===== config.mk =====
export PLATFORM = sky130hd
export DESIGN_NAME = acc_cpu_core
export DESIGN_NICKNAME = d
export VERILOG_FILES = /design/src/rtl/acc_cpu_pkg.sv /design/src/rtl/acc_cpu_alu.sv /design/src/rtl/acc_cpu_core.sv
export SDC_FILE = /design/constraint.sdc
export NUM_CORES = 1
export LEC_CHECK = 0
export ABC_AREA = 1
export BUFFER_PORTS_ARGS = -buffer_cell sky130_fd_sc_hd__buf_2
export CAP_MARGIN = 20
export CORE_MARGIN = 10
export CORE_UTILIZATION = 55
export DETAILED_ROUTE_END_ITERATION = 6
export GPL_TIMING_DRIVEN = 0
export PLACE_DENSITY = 0.82
export SETUP_SLACK_MARGIN = 0.1
export SLEW_MARGIN = 15
export SYNTH_ARGS = -nofsm -noshare
export SYNTH_HDL_FRONTEND = slang
export SYNTH_SLANG_ARGS = --single-unit
export TNS_END_PERCENT = 10

===== constraint.sdc =====
create_clock -name CLK -period 3.8 [get_ports CLK]
set_input_delay 0.57 -clock CLK [delete_from_list [all_inputs] [get_ports CLK]]
set_output_delay 0.57 -clock CLK [all_outputs]
set_load 0.01 [all_outputs]

===== src/rtl/acc_cpu_pkg.sv =====
// Shared opcodes, FSM state type and instruction field layout for the
// multi-cycle accumulator CPU core.
package acc_cpu_pkg;

    // Opcodes (instruction bits [15:12]); 11..14 execute as NOP
    localparam logic [3:0] OP_LDI  = 4'd0;
    localparam logic [3:0] OP_MOV  = 4'd1;
    localparam logic [3:0] OP_ADD  = 4'd2;
    localparam logic [3:0] OP_SUB  = 4'd3;
    localparam logic [3:0] OP_AND  = 4'd4;
    localparam logic [3:0] OP_OR   = 4'd5;
    localparam logic [3:0] OP_SRL  = 4'd6;
    localparam logic [3:0] OP_LD   = 4'd7;
    localparam logic [3:0] OP_ST   = 4'd8;
    localparam logic [3:0] OP_BEQZ = 4'd9;
    localparam logic [3:0] OP_JMP  = 4'd10;
    localparam logic [3:0] OP_HALT = 4'd15;

    // Instruction field positions
    localparam int OP_LSB  = 12;
    localparam int OP_W    = 4;
    localparam int RD_LSB  = 9;
    localparam int RS1_LSB = 6;
    localparam int RS2_LSB = 3;
    localparam int IMM_LSB = 0;
    localparam int IMM_W   = 8;

    typedef enum logic [1:0] {
        S_FETCH,
        S_EXEC,
        S_MEM,
        S_HALT
    } state_t;

    // Opcodes that write rd during EXEC (LDI and the ALU group)
    function automatic logic writes_in_exec(input logic [3:0] op);
        return op <= OP_SRL;
    endfunction

endpackage


===== src/rtl/acc_cpu_alu.sv =====
// Combinational ALU: MOV/ADD/SUB/AND/OR/SRL, modulo 2^DW, with zero detect.
module acc_cpu_alu
    import acc_cpu_pkg::*;
#(
    parameter int DW = 8
) (
    input  logic [DW-1:0] a,
    input  logic [DW-1:0] b,
    input  logic [3:0]    op,
    output logic [DW-1:0] result,
    output logic          zero
);

    localparam int SHW = $clog2(DW);

    // Operation select; unknown opcodes pass a through
    always_comb begin
        // NOTE: default first so every path assigns result and no latch is inferred.
        result = a;
        case (op)
            OP_MOV:  result = b;
            OP_ADD:  result = a + b;
            OP_SUB:  result = a - b;
            OP_AND:  result = a & b;
            OP_OR:   result = a | b;
            OP_SRL:  result = a >> b[SHW-1:0];
            default: result = a;
        endcase
    end

    assign zero = (result == '0);

endmodule


===== src/rtl/acc_cpu_core.sv =====
// Multi-cycle CPU core: FETCH/EXEC/MEM/HALT sequencer, program counter,
// register file, and req/ack instruction and data ports.
module acc_cpu_core
    import acc_cpu_pkg::*;
#(
    parameter int DW   = 8,
    parameter int NREG = 8,
    parameter int PCW  = 8,
    parameter int IW   = 16
) (
    input  logic           CLK,
    input  logic           RESET_N,
    output logic           imem_req,
    output logic [PCW-1:0] imem_addr,
    input  logic           imem_ack,
    input  logic [IW-1:0]  imem_rdata,
    output logic           dmem_req,
    output logic           dmem_we,
    output logic [DW-1:0]  dmem_addr,
    output logic [DW-1:0]  dmem_wdata,
    input  logic           dmem_ack,
    input  logic [DW-1:0]  dmem_rdata,
    output logic [DW-1:0]  alu_result,
    output logic           zero,
    output logic           halted
);

    localparam int RAW = $clog2(NREG);

    state_t          state;
    logic [IW-1:0]   instr;
    logic [PCW-1:0]  pc;
    logic [DW-1:0]   regs [NREG];

    logic [3:0]      op;
    logic [RAW-1:0]  rd_idx;
    logic [RAW-1:0]  rs1_idx;
    logic [RAW-1:0]  rs2_idx;
    logic [IMM_W-1:0] imm;
    logic [DW-1:0]   imm_val;
    logic [DW-1:0]   rs1_val;
    logic [DW-1:0]   rs2_val;
    logic [DW-1:0]   alu_y;
    logic            alu_z;
    logic            rf_we;
    logic [DW-1:0]   wr_data;
    logic            wr_zero;
    logic [PCW-1:0]  pc_inc;
    logic [PCW-1:0]  br_target;

    // Decode from the latched instruction; upper register-field bits ignored
    assign op        = instr[OP_LSB +: OP_W];
    assign rd_idx    = instr[RD_LSB +: RAW];
    assign rs1_idx   = instr[RS1_LSB +: RAW];
    assign rs2_idx   = instr[RS2_LSB +: RAW];
    assign imm       = instr[IMM_LSB +: IMM_W];
    assign imm_val   = DW'(imm);
    assign rs1_val   = regs[rs1_idx];
    assign rs2_val   = regs[rs2_idx];
    assign pc_inc    = pc + PCW'(1);
    assign br_target = imm[PCW-1:0];
    assign imem_addr = pc;

    acc_cpu_alu #(.DW(DW)) u_alu (
        .a      (rs1_val),
        .b      (rs2_val),
        .op     (op),
        .result (alu_y),
        .zero   (alu_z)
    );

    // Register write port: ALU/LDI in EXEC, load data on the MEM ack
    always_comb begin
        rf_we   = 1'b0;
        wr_data = alu_y;
        wr_zero = alu_z;
        if (state == S_EXEC && writes_in_exec(op)) begin
            rf_we = 1'b1;
            if (op == OP_LDI) begin
                wr_data = imm_val;
                wr_zero = (imm_val == '0);
            end
        end else if (state == S_MEM && dmem_ack && !dmem_we) begin
            rf_we   = 1'b1;
            wr_data = dmem_rdata;
            wr_zero = (dmem_rdata == '0);
        end
    end

    // Register file, last-written value and Z flag
    always_ff @(posedge CLK or negedge RESET_N) begin
        if (!RESET_N) begin
            // NOTE: the register file is reset on purpose: software relies on every register reading 0 after reset.
            for (int i = 0; i < NREG; i++) regs[i] <= '0;
            alu_result <= '0;
            zero       <= 1'b0;
        end else if (rf_we) begin
            regs[rd_idx] <= wr_data;
            alu_result   <= wr_data;
            zero         <= wr_zero;
        end
    end

    // Sequencer: state, PC, instruction latch and registered port outputs
    always_ff @(posedge CLK or negedge RESET_N) begin
        if (!RESET_N) begin
            state      <= S_FETCH;
            pc         <= '0;
            instr      <= '0;
            imem_req   <= 1'b0;
            dmem_req   <= 1'b0;
            dmem_we    <= 1'b0;
            dmem_addr  <= '0;
            dmem_wdata <= '0;
            halted     <= 1'b0;
        end else begin
            // NOTE: non-blocking assignments so every register samples pre-edge values.
            case (state)
                S_FETCH: begin
                    if (!imem_req) begin
                        imem_req <= 1'b1;
                    end else if (imem_ack) begin
                        instr    <= imem_rdata;
                        imem_req <= 1'b0;
                        state    <= S_EXEC;
                    end
                end
                S_EXEC: begin
                    case (op)
                        OP_LD, OP_ST: begin
                            dmem_req   <= 1'b1;
                            dmem_we    <= (op == OP_ST);
                            dmem_addr  <= rs1_val;
                            dmem_wdata <= rs2_val;
                            state      <= S_MEM;
                        end
                        OP_BEQZ: begin
                            pc       <= zero ? br_target : pc_inc;
                            imem_req <= 1'b1;
                            state    <= S_FETCH;
                        end
                        OP_JMP: begin
                            pc       <= br_target;
                            imem_req <= 1'b1;
                            state    <= S_FETCH;
                        end
                        OP_HALT: begin
                            halted <= 1'b1;
                            state  <= S_HALT;
                        end
                        default: begin
                            pc       <= pc_inc;
                            imem_req <= 1'b1;
                            state    <= S_FETCH;
                        end
                    endcase
                end
                S_MEM: begin
                    if (dmem_ack) begin
                        dmem_req <= 1'b0;
                        dmem_we  <= 1'b0;
                        pc       <= pc_inc;
                        imem_req <= 1'b1;
                        state    <= S_FETCH;
                    end
                end
                S_HALT: begin
                    halted <= 1'b1;
                end
                default: state <= S_FETCH;
            endcase
        end
    end

endmodule


## Word level (Yosys, flattened, before mapping)

Index checks and enable logic that the tools add are counted.
Widths: inputs -> output; s select.

| operators by class | value |
|---|---|
| bitwise logic cells | 5 |
| muxes and demuxes | 39 |
| reductions and logical operators | 22 |
| equality and inequality tests | 20 |
| shift operators | 1 |
| add/subtract/negate cells | 3 |
| order comparisons | 5 |

Operators by type and width:

| kind | count |
|---|---|
| $mux 8 | 10 |
| $bwmux 64 | 1 |
| $bmux 8 s3 | 2 |
| $pmux 8 s6 | 1 |
| $demux 8 s3 | 1 |
| $logic_not 8->1 | 3 |
| $pmux 8 s3 | 1 |
| $eq 4x3->1 const B | 4 |
| $eq 4x4->1 const B | 4 |
| $pmux 8 s2 | 1 |
| $mux 1 | 13 |
| $ge 4x4->1 const B | 3 |
| $not 3->4 | 3 |
| $reduce_and 3->1 | 4 |
| $add 8x1->8 const B | 1 |
| $add 8x8->8 | 1 |
| $and 8x8->8 | 1 |
| $eq 4x2->1 const B | 2 |
| $ne 2x2->1 const B | 4 |
| $or 8x8->8 | 1 |
| $shr 8x3->8 | 1 |
| $sub 8x8->8 | 1 |
| $mux 2 | 3 |
| $pmux 1 s2 | 3 |
| other kinds (19) | 26 |

| storage, ports and cells | value |
|---|---|
| output and inout bits | 37 |
| logic and storage cells | 114 |
| bits of input ports | 28 |
| register bits | 119 |

## Longest topological paths before layout

| logic depth | value |
|---|---|
| depth after elaboration | 9 |
| mapped depth | 30 |
| gate-level depth less buffers | 28 |

## By module

A second synthesis with hierarchy kept.

| second synthesis, totals | value |
|---|---|
| cell total of the unflattened synthesis | 1192 |
| area total of the unflattened synthesis | 8120.3 µm² |

Modules (own cells, without submodules):

| module | area each (µm²) | seq. area each (µm²) | instances | cells an instance |
|---|---|---|---|---|
| acc_cpu_core | 6822.8 | 2977.9 | 1 | 916 |
| acc_cpu_alu | 1297.5 | 0.0 | 1 | 276 |

## Worst setup path after synthesis

Ideal clock, no wire load.

| path | value |
|---|---|
| kind | register -> register |
| from | reg instr[3] |
| to | reg alu_result[7] |
| data arrival time | 3.142 ns |
| library setup time | 0.118 ns |
| path buffers | 3 |
| required time | 3.682 ns |
| slack | 0.540 ns |
| stages on the path, launching flop included | 29 |
| period minus slack after synthesis | 3.260 ns |
| path through | dfrtp_1 -> buf_6 -> buf_6 -> o211ai_1 -> nand3_1 -> nand2_2 -> buf_6 -> ha_1 -> inv_1 -> nor2_1 -> nand2_1 -> nand2_1 -> xor2_1 -> ha_1 -> nand2_1 -> inv_1 -> nand4_1 -> o211ai_1 -> a21o_1 -> a21oi_1 -> nand3_1 -> nand3_1 -> nand2_1 -> nand2_2 -> nand2_1 -> nand2_1 -> nand2_4 -> nand2_1 -> nand2_1 |

| on the way | value |
|---|---|
| longest elaborated chain between the ends | 8 |
| elaborated cells between the ends (all ways) | 13 |
| those cells by class | 2 x add/sub; 1 x shift; 7 x mux; 3 x bitwise |

Ends and longest elaborated chain:

| item | line | source |
|---|---|---|
| from (decl) | acc_cpu_core.sv:31 | `logic [IW-1:0] instr;` |
| from (signal assigned) | acc_cpu_core.sv:123 | `instr <= imem_rdata;` |
| $not 3->4 (not written as such) * | acc_cpu_core.sv:59 | `assign rs2_val = regs[rs2_idx];` |
| $bmux 8 s3 * | acc_cpu_core.sv:59 |  |
| $mux 8 (not written as such) * (2 in a row) | acc_cpu_core.sv:59 |  |
| $sub 8x8->8 (tied with other cells) | acc_cpu_alu.sv:23 | `OP_SUB: result = a - b;` |
| $pmux 8 s6 * | acc_cpu_alu.sv:20 | `case (op)` |
| $mux 8, on equally long branches | acc_cpu_core.sv:83, acc_cpu_core.sv:79 |  |
| $mux 8 * | acc_cpu_core.sv:77 | `if (state == S_EXEC && writes_in_exec(op)) begin` |
| to (signal assigned) | acc_cpu_core.sv:99 | `alu_result <= wr_data;` |
| to (decl) | acc_cpu_core.sv:23 | `output logic [DW-1:0] alu_result,` |

Mark *: on every way between the ends. The rest lies on a longest branch, timed or not. The select of a mux whose other input is x is not followed.
A chain may end at the register's enable or synchronous reset.

## Final worst setup path

| path | value |
|---|---|
| from | reg instr[4] |
| to | reg regs[23] in the netlist's numbering |

| on the way | value |
|---|---|
| longest elaborated chain between the ends | 9 |
| elaborated cells between the ends (all ways) | 14 |
| those cells by class | 2 x add/sub; 1 x shift; 8 x mux; 3 x bitwise |

Ends and longest elaborated chain:

| item | line | source |
|---|---|---|
| $not 3->4 (not written as such) * | acc_cpu_core.sv:59 |  |
| $bmux 8 s3 * | acc_cpu_core.sv:59 |  |
| $mux 8 (not written as such) * (2 in a row) | acc_cpu_core.sv:59 |  |
| $sub 8x8->8 (tied with other cells) | acc_cpu_alu.sv:23 |  |
| $pmux 8 s6 * | acc_cpu_alu.sv:20 |  |
| $mux 8, on equally long branches | acc_cpu_core.sv:83, acc_cpu_core.sv:79 |  |
| $mux 8 * | acc_cpu_core.sv:77 |  |
| $bwmux 64 * | acc_cpu_core.sv:98 | `regs[rd_idx] <= wr_data;` |
| to (signal, indexed assignment) | acc_cpu_core.sv:98 |  |
| to (decl) | acc_cpu_core.sv:33 | `logic [DW-1:0] regs [NREG];` |

Marked as above.

==> impl_results.rst <==
.. list-table::
   :header-rows: 1

   * - Metric
     - Value
   * - Result of the run
     - complete, but fails checks
   * - Violations in the final reports
     - design-rule violations
   * - Most frequent cells after synthesis
     - sky130_fd_sc_hd__nand2_1, sky130_fd_sc_hd__inv_1, sky130_fd_sc_hd__dfrtp_1
   * - F_max
     - 264 MHz
   * - Total inserted antenna cells
     - 0
   * - Post-synth EDFFs
     - 0
   * - Initial antenna violation count
     - 0
   * - Core box area
     - between 0.01 and 0.015 mm^2
   * - Kind of path behind the tightest hold check
     - in2async
   * - Met1 global-route usage
     - roughly a third
   * - Post-Synthesis Cells
     - between 1000 and 1500
   * - Number of endpoints with negative hold slack in the final report
     - 0
   * - Number of slew-limit violations in the final report
     - 0
   * - GR peak layer
     - met2
   * - DIE WIDTH
     - between 100 and 150 um
   * - Reg2reg setup slack
     - 0.01 ns
   * - Fin crit share
     - ~100%
   * - Worst-margin pin slew
     - 0.806 ns
   * - Clock period minus worst slack
     - ~3.8 ns
   * - Average cell area after synthesis
     - between 6 and 7 um^2
   * - Top cells by area, synth
     - sky130_fd_sc_hd__dfrtp_1, sky130_fd_sc_hd__nand2_1, sky130_fd_sc_hd__inv_1
   * - Endpoint of the worst register-to-register path
     - regs[23]$_DFFE_PN0P_
   * - Worst-case clock buffer depth
     - 2
   * - Ys Warns
     - 0
   * - Top-area cell type share of the netlist area
     - 38.5%
   * - Unrepaired setup endpoints after global routing
     - true
   * - Worst slew margin
     - a little under half
   * - Synth Net Count
     - roughly 1200
   * - Post-Route Skew
     - approximately 0.015 ns
   * - Signal arrival time at the worst endpoint
     - approximately 4.1 ns
   * - Sequential share of the synthesized area
     - 38.5%
   * - Number of storage elements in the synthesis netlist
     - between 100 and 150
   * - Share of cells above drive strength 1
     - between 10% and 20%
   * - Primary FF master, synth
     - sky130_fd_sc_hd__dfrtp_1
   * - Final core utilization
     - between 60% and 70%
   * - # port buffers
     - 64
   * - Most numerous cell in the Yosys netlist
     - sky130_fd_sc_hd__nand2_1
   * - Maximum fanout along the worst path
     - 10
   * - Maximum number of pins on one net before global-route repair
     - 74
   * - Number of design rule violations left after detail routing
     - 1
   * - Path depth of the worst reg2reg path
     - 26
   * - Initial Util
     - a little under three fifths
   * - Netlist Area Pre-Place
     - 0.00773 mm^2
   * - Latest clock arrival within the worst-skew pair
     - between 0.4 and 0.5 ns
   * - Floorplan row count
     - 43
   * - Number of buffers inserted during clock tree synthesis
     - 17
   * - Sum of net half-perimeters after detailed placement
     - between 15000 and 20000 um
   * - Hold Buf Count CTS
     - 0
   * - Final RePlAce weighted congestion
     - ~1
   * - Worst hold slack after final layout
     - a little under 0.07 ns
   * - Total Wirelength
     - roughly 25000 um
   * - Kind of capture point of the worst setup path
     - register
   * - Count of nets left with antenna violations after detail routing
     - 0
   * - Vias after detailed routing
     - about 8300
   * - Startpoint of the most critical setup path
     - instr[4]$_DFFE_PN0P_
   * - Fin Setup TNS
     - 0 ns
   * - Top-Level Pins
     - 65
   * - Setup Viol. Count Final
     - 0
   * - Vias per cell
     - 5.89
   * - Chip Height
     - between 100 and 150 um
   * - Number of detailed-routing iterations run before antenna repair
     - 7
   * - Library cells used by synthesis
     - 48
   * - Global-route wire length before repair
     - a little under 40000 um
   * - Largest area contributor in the synthesized netlist
     - sky130_fd_sc_hd__dfrtp_1
   * - GRT overflow
     - 0
   * - Global Route Usage Sum
     - between 20 and 25%
   * - Post-CTS clock slew at the launch and capture registers of the worst setup and hold paths
     - roughly 0.06 ns
   * - Overall die area
     - around 0.019 mm^2
   * - Clock tree from TritonCTS
     - built
   * - Met2 track utilization from global routing
     - 37.6%
   * - Count of nets after finishing
     - approximately 1300
   * - Via count of the first global-routing pass
     - 7566
   * - Timing endpoint of the critical path
     - regs[23]$_DFFE_PN0P_
   * - Clock H-tree levels
     - 4
   * - Number of max-cap violations
     - 0
   * - Signed area change from the synthesized netlist to the final layout
     - 18.4%
   * - Setup Crit Path Kind
     - reg2reg
   * - WL/cell
     - between 15 and 20 um
   * - Met3 Resource Use GR
     - 5.79%
   * - Total clock sinks
     - roughly 120
   * - Post-synthesis async set-or-reset flop share
     - 100%
   * - Reg2Reg Launch Point
     - instr[4]$_DFFE_PN0P_
   * - Data required time at the worst endpoint
     - approximately 4.1 ns
   * - Root buf cell
     - sky130_fd_sc_hd__clkbuf_16
   * - Initial drt markers
     - 1108
   * - Nature of the critical path startpoint
     - register
worst max-delay path, stage by stage, from the launching register on:
cell                       delay, ns
sky130_fd_sc_hd__dfrtp_1        0.41
sky130_fd_sc_hd__buf_4          0.20
sky130_fd_sc_hd__nand3_1        0.09
sky130_fd_sc_hd__nand2_1        0.15
sky130_fd_sc_hd__o21ai_4        0.34
sky130_fd_sc_hd__ha_4           0.20
sky130_fd_sc_hd__inv_1          0.05
sky130_fd_sc_hd__nor2_2         0.10
sky130_fd_sc_hd__nand2_1        0.06
sky130_fd_sc_hd__nand2_1        0.08
sky130_fd_sc_hd__xor2_1         0.17
sky130_fd_sc_hd__ha_1           0.30
sky130_fd_sc_hd__nand2_1        0.10
sky130_fd_sc_hd__inv_1          0.05
sky130_fd_sc_hd__nand4_1        0.06
sky130_fd_sc_hd__o211ai_1       0.14
sky130_fd_sc_hd__a21o_1         0.22
sky130_fd_sc_hd__a21oi_2        0.15
sky130_fd_sc_hd__nand3_1        0.11
sky130_fd_sc_hd__nand3_2        0.08
sky130_fd_sc_hd__nand2_1        0.06
sky130_fd_sc_hd__nand2_2        0.11
sky130_fd_sc_hd__nand2_2        0.09
sky130_fd_sc_hd__nand2_4        0.12
sky130_fd_sc_hd__nand2_2        0.11
sky130_fd_sc_hd__nand2_1        0.08
sky130_fd_sc_hd__nand2_1        0.05
logic make-up (layout without fill, tap and decap cells):
family | Yosys count | after routing | synth area share [%]
simple gates | 567 | 568 | 30.4
compound gates | 223 | 223 | 16.9
buf+inv | 176 | 284 | 10.2
flops | 119 | 119 | 38.5
fa+ha+maj | 17 | 17 | 2.85
xor+xnor | 8 | 8 | 0.907
mux | 2 | 2 | 0.291
worst min path at each step:
stage,cells past startpoint,endpoint,slack (ns),startpoint
3_5_place_dp,2,alu_result[1]$_DFFE_PN0P_,0.46,alu_result[1]$_DFFE_PN0P_
5_1_grt,1,regs[48]$_DFFE_PN0P_,0.11,RESET_N
6_report,1,regs[55]$_DFFE_PN0P_,0.07,RESET_N
4_1_cts,1,regs[55]$_DFFE_PN0P_,0.08,RESET_N
3_3_place_gp,1,halted$_DFFE_PN0P_,0.45,halted$_DFFE_PN0P_
2_1_floorplan,0,alu_result[0]$_DFFE_PN0P_,0.27,RESET_N
placed cells by master (no fill, tap or decap), drive strengths merged, types with 11 or more instances in the layout:
cell,netlist,final
buf,37,113
a21oi,55,55
nor2,77,77
clkbuf,7,30
dfrtp,119,119
nand3,77,77
ha,16,16
o21ai,117,117
o211ai,22,22
inv,130,130
nand2,390,391
a31oi,11,11
metal layers:
| metal | up-vias | share of wire [%] |
|---|---|---|
| met5 | - | 0 |
| met4 | 0 | 4.0 |
| met3 | 105 | 11 |
| met2 | 570 | 44 |
| met1 | 3796 | 40 |
| li1 | 3784 | - |
flip-flops by register name (all words and copies together) (netlist names):
name,flops
imem_addr,8
dmem_we,1
alu_result,8
regs,64
state,2
instr,16
dmem_req,1
imem_req,1
dmem_wdata,8
zero,1
dmem_addr,8
halted,1
timing repair:
item	4_1_cts	5_1_grt
gates resized for setup	7	22
pin swaps	4	13
buffers inserted	2	9
endpoints found under the setup margin	36	46
gates cloned	0	2
area by class of cell:
type,count,area [um^2]
Tap cell,180,225
Fill cell,1189,4680
Sequential cell,119,2980
Clock inverter,9,124
Clock buffer,22,474
Inverter,132,498
Multi-Input combinational cell,818,4080
Buffer,44,302
Timing Repair Buffer,77,467
through the flow:
stage	setup WS, ns	cell area [um^2]	cells
CTS	0.0314	8980	1390
global placement	-0.00604	8270	1356
floorplan	0.540	7730	1112
detailed placement	-0.0390	8310	1357
finish	0.0143	9150	1401
global route	-0.161	9150	1401
Power is left out: the tool's default activity adds up to more than one toggle a clock period on the data nets, which glitch-free logic cannot reach.
